File: config.mk
export PLATFORM = sky130hd
export DESIGN_NAME = store_buffer
export DESIGN_NICKNAME = d
export VERILOG_FILES = /design/src/rtl/store_buffer_pkg.sv /design/src/rtl/store_buffer_sb_match.sv /design/src/rtl/store_buffer.sv
export SDC_FILE = /design/constraint.sdc
export NUM_CORES = 1
export LEC_CHECK = 0
export BUFFER_PORTS_ARGS = -buffer_cell sky130_fd_sc_hd__buf_2
export CORE_ASPECT_RATIO = 1.4
export CORE_MARGIN = 4
export CORE_UTILIZATION = 57
export CTS_CLUSTER_DIAMETER = 120
export CTS_CLUSTER_SIZE = 14
export DETAILED_ROUTE_END_ITERATION = 16
export GPL_ROUTABILITY_DRIVEN = 0
export PLACE_DENSITY = 0.85
export SYNTH_ARGS = -nofsm -noshare
export SYNTH_HDL_FRONTEND = slang
export SYNTH_SLANG_ARGS = --single-unit
File: constraint.sdc
create_clock -name clk -period 4.15 [get_ports clk]
set_clock_uncertainty 0.15 [all_clocks]
set_input_delay 0.6225 -clock clk [delete_from_list [all_inputs] [get_ports clk]]
set_output_delay 0.6225 -clock clk [all_outputs]
set_load 0.005 [all_outputs]
File: src/rtl/store_buffer_pkg.sv
// Shared store-path definitions: byte-mask encodings and store-entry field widths
// used by the mask generator, the store buffer and the data-memory interface.
package store_buffer_pkg;
    localparam int SB_AW     = 30;
    localparam int SB_DATA_W = 32;
    localparam int SB_MASK_W = 4;

    localparam logic [SB_MASK_W-1:0] MASK_NONE = 4'b0000;
    localparam logic [SB_MASK_W-1:0] MASK_WORD = 4'b1111;
endpackage

File: src/rtl/store_buffer_sb_match.sv
// DEPTH-way comparator: flags a load that overlaps any occupied store entry
// on the same word address with at least one common byte lane.
module sb_match
    import store_buffer_pkg::*;
#(
    parameter int DEPTH = 4,
    parameter int AW    = SB_AW
) (
    input  logic [AW-1:0]        ent_addr [DEPTH],
    input  logic [SB_MASK_W-1:0] ent_mask [DEPTH],
    input  logic [DEPTH-1:0]     occ,
    input  logic                 ld_valid,
    input  logic [AW-1:0]        ld_addr,
    input  logic [SB_MASK_W-1:0] ld_mask,
    output logic                 hit
);
    logic any_overlap;

    always_comb begin
        any_overlap = 1'b0;
        for (int i = 0; i < DEPTH; i++) begin
            if (occ[i] && (ent_addr[i] == ld_addr) &&
                ((ent_mask[i] & ld_mask) != MASK_NONE)) begin
                any_overlap = 1'b1;
            end
        end
    end

    assign hit = ld_valid && any_overlap;
endmodule

File: src/rtl/store_buffer.sv
// MEM-stage store buffer: in-order FIFO of masked word stores drained to data
// memory over valid/ack, with load-overlap detection for the hazard unit.
module store_buffer
    import store_buffer_pkg::*;
#(
    parameter int DEPTH = 4,
    parameter int AW    = SB_AW
) (
    input  logic                       clk,
    input  logic                       rst_n,
    input  logic                       in_valid,
    input  logic [AW-1:0]              in_addr,
    input  logic [SB_DATA_W-1:0]       in_data,
    input  logic [SB_MASK_W-1:0]       in_mask,
    output logic                       in_ready,
    input  logic                       ld_valid,
    input  logic [AW-1:0]              ld_addr,
    input  logic [SB_MASK_W-1:0]       ld_mask,
    output logic                       ld_hit,
    input  logic                       fence,
    output logic                       fence_done,
    output logic                       mem_req,
    output logic [AW-1:0]              mem_addr,
    output logic [SB_DATA_W-1:0]       mem_wdata,
    output logic [SB_MASK_W-1:0]       mem_wmask,
    input  logic                       mem_ack,
    output logic [$clog2(DEPTH):0]     count,
    output logic                       empty,
    output logic                       full
);
    localparam int PTR_W = $clog2(DEPTH);
    localparam int CNT_W = PTR_W + 1;

    logic [PTR_W-1:0]     wr_ptr_q, wr_ptr_d;
    logic [PTR_W-1:0]     rd_ptr_q, rd_ptr_d;
    logic [CNT_W-1:0]     count_q, count_d;
    logic [AW-1:0]        ent_addr_q [DEPTH];
    logic [AW-1:0]        ent_addr_d [DEPTH];
    logic [SB_DATA_W-1:0] ent_data_q [DEPTH];
    logic [SB_DATA_W-1:0] ent_data_d [DEPTH];
    logic [SB_MASK_W-1:0] ent_mask_q [DEPTH];
    logic [SB_MASK_W-1:0] ent_mask_d [DEPTH];
    logic [DEPTH-1:0]     occ;
    logic                 enq, deq;

    assign full     = (count_q == CNT_W'(DEPTH));
    assign empty    = (count_q == '0);
    assign count    = count_q;
    assign in_ready = !full;
    assign mem_req  = !empty;
    assign mem_addr  = ent_addr_q[rd_ptr_q];
    assign mem_wdata = ent_data_q[rd_ptr_q];
    assign mem_wmask = ent_mask_q[rd_ptr_q];
    assign fence_done = fence && empty;

    // A zero mask is accepted but never occupies a slot.
    assign enq = in_valid && in_ready && (in_mask != MASK_NONE);
    assign deq = mem_req && mem_ack;

    always_comb begin
        wr_ptr_d   = enq ? wr_ptr_q + 1'b1 : wr_ptr_q;
        rd_ptr_d   = deq ? rd_ptr_q + 1'b1 : rd_ptr_q;
        count_d    = count_q;
        ent_addr_d = ent_addr_q;
        ent_data_d = ent_data_q;
        ent_mask_d = ent_mask_q;
        case ({enq, deq})
            2'b10:   count_d = count_q + 1'b1;
            2'b01:   count_d = count_q - 1'b1;
            default: count_d = count_q;
        endcase
        if (enq) begin
            ent_addr_d[wr_ptr_q] = in_addr;
            ent_data_d[wr_ptr_q] = in_data;
            ent_mask_d[wr_ptr_q] = in_mask;
        end
    end

    // Slot i is occupied when its distance from the head is below the occupancy.
    always_comb begin
        logic [PTR_W-1:0] off;
        occ = '0;
        for (int i = 0; i < DEPTH; i++) begin
            off    = PTR_W'(i) - rd_ptr_q;
            occ[i] = ({1'b0, off} < count_q);
        end
    end

    always_ff @(posedge clk) begin
        if (!rst_n) begin
            wr_ptr_q <= '0;
            rd_ptr_q <= '0;
            count_q  <= '0;
        end else begin
            wr_ptr_q <= wr_ptr_d;
            rd_ptr_q <= rd_ptr_d;
            count_q  <= count_d;
        end
    end

    always_ff @(posedge clk) begin
        ent_addr_q <= ent_addr_d;
        ent_data_q <= ent_data_d;
        ent_mask_q <= ent_mask_d;
    end

    sb_match #(
        .DEPTH (DEPTH),
        .AW    (AW)
    ) u_match (
        .ent_addr (ent_addr_q),
        .ent_mask (ent_mask_q),
        .occ      (occ),
        .ld_valid (ld_valid),
        .ld_addr  (ld_addr),
        .ld_mask  (ld_mask),
        .hit      (ld_hit)
    );
endmodule

==> metrics.yaml <==
start_util_pct: 58.29
ctsRootBufferMaster: "clkbuf_16"
fill_cells: 1348
ys_seq_area_share_pct: 69.48
yosys_warnings: 0
antenna_found_initial: 7
dp_hpwl_mm: 17.80
synth_compound_area_share_pct: 1.519
p_leak_nw: 4.361
cts_buffers: 23
syn_area_per_cell_um2: 18.88
postCtsSetupBuffers: 0
hp-class: "input pin to register"
grt_usage_pct: 22.82
cts_sinks: 271
die_y_um: 176.9
cts_htree_levels: 1
endpoint_kind: "primary output"
path_cells: "buf_4 > mux4_2 > buf_2"
synthXorXnorAreaFrac_pct: 9.504
drc: 0
synth_adder_area_share_pct: 1.142
core_area_um2: 19920
grt_pass1_wl_mm: 38.64
grt_start_max_net_pins: 67
drtIter0Drc: 618
multi_input_area_um2: 3287
synth_largest_area_cell: "edfxtp_1"
path_buf_inv: 2
cp-start-kind: "register"
grt_pass1_vias: 6611
ir_drop_mv: 0.4164
yosys.area_share.simple_pct: 3.168
vias_per_cell: 6.055
crit_fanout: 35
wire_per_inst_um: 24.90
synth_ff_type: "edfxtp_1"
synth_top_family_by_area: "multiplexers"
vias: 6291
dr.pass1.iters: 5
dieWidth_um: 128.6
fin_crit_sh_pct: 78.87
cp.required_ps: 3380
clock_path_buffers: 3
cts_resized: 0
setup_viol: 0
fin_tns_setup_ps: 0
status: "complete, no violations"
postPlaceCellArea_um2: 12640
netlist_area_um2: 11610
drive_gt1_share_pct: 36.35
final_common_cell: "edfxtp_1"
final_area_um2: 13270
overflow: 0
slew_headroom_pct: 28.74
netlist.area_leader.share_pct: 68.28
timing.hold.ws_ps: 180.6
die-area_um2: 22750
tightest_slew_ps: 1069
path_class: "register to primary output"
crit_slowest_cell: "buf_4"
ys_seq_elements: 271
async_flop_share_pct: 0
fin_util_pct: 66.62
critPathMaxStageDelay_ps: 640
cellPowerDensity_nw_per_um2: 545.1
cap_viol_max_count: 0
cp.arrival_ps: 2500
io_pins: 181
seq_area_um2: 8075
clock_latency_ps: 500
syn_to_final_growth_pct: 14.29
tritoncts: "yes"
final_max_slew_viol_count: 0
syn_inst: 615
routed_wl_mm: 25.87
ant_nets: 0
min_period_ps: 3273
final_cell_mix: "264 x edfxtp_1, 180 x buf_2, 117 x xnor2_1, 66 x mux4_2, 28 x nand4_1"
synth_area_leaders: "edfxtp_1 68%, mux4_2 13%, xnor2_1 8.8%"
cts.hold.buffers_added: 0
hold_violations: 0
ys_types: 35
fmax_ghz: 0.3055
critPathTopFamily: "buffers and inverters"
portBuffers: 180
rsz0062_at_grt: "no"
synth_edf_count: 264
path_clk_slew_ps: 70
nets: 892
synth_nets: 731
rows: 61
synth_mux_area_share_pct: 12.89
## routing by layer
layer / track usage [%] / routed length [µm] / up-vias
li1: - / - / 2738
met4: 8.231 / 983 / 8
met3: 4.801 / 2134 / 70
met2: 41.02 / 13870 / 328
met1: 26.99 / 8828 / 3147
met5: 0 / 51 / -
## Yosys cell counts, types with 6 or more instances
master	n
xnor2_1	117
ha_1	9
edfxtp_1	264
inv_1	11
clkbuf_1	24
clkbuf_2	7
dfxtp_1	7
buf_2	8
nor2_1	6
and2_1	9
nand4_1	28
mux4_2	66
xor2_1	9
nor4_1	8
## logic make-up after synthesis
kind of cell | count (synthesis)
XOR/XNOR | 126
multiplexers | 67
adder cells (fa/ha/maj) | 10
AND/OR/NAND/NOR | 61
AO/OA/AOI/OAI | 22
buffers and inverters | 58
flip-flops | 271
## power by group
group          switching [mW]  leakage, nW  internal, mW  total [mW]
combinational           0.909         1.58         0.937        1.85
sequential              0.184         2.48          3.32        3.50
clock                   0.873        0.300          1.02        1.89
total                    1.97         4.36          5.27        7.23
## area by class of cell
class | count | area share, %
flip-flops and latches | 271 | 60.85
multi-input cells | 286 | 24.77
repair buffers | 183 | 6.958
clock buffers | 32 | 4.592
well taps | 252 | 2.376
inverters | 11 | 0.3111
clock inverters | 1 | 0.08486
diodes | 3 | 0.05657
## flip-flops by register name, indices dropped and copies added (netlist names)
register / cells
ent_data_q: 128
ent_addr_q: 120
ent_mask_q: 16
count: 3
rd_ptr_q: 2
wr_ptr_q: 2
## final timing paths
| kind | to | startpoint | cells after the start | slack, ps |
|---|---|---|---|---|
| setup / recovery | mem_wdata[18] | rd_ptr_q[0]$_SDFFE_PN0P_ | 3 | 880 |
| hold / removal | ent_addr_q[8]$_DFFE_PP_ | in_addr[8] | 1 | 180 |
| setup reg to reg | count[2]$_SDFFE_PN0P_ | count[2]$_SDFFE_PN0P_ | 8 | 1580 |
| hold reg to reg | wr_ptr_q[1]$_SDFFE_PN0P_ | wr_ptr_q[1]$_SDFFE_PN0P_ | 2 | 440 |
## stage by stage
step	power, mW	setup WS, ps	std cells
after floorplan	4.706	1038	615
after global placement	5.365	1142	1003
after detailed placement	5.423	970.8	1003
after CTS	7.300	803.6	1036
after global routing	7.555	690.2	1038
final	7.233	876.7	1039
No activity file was read; power rests on OpenSTA's default activity.
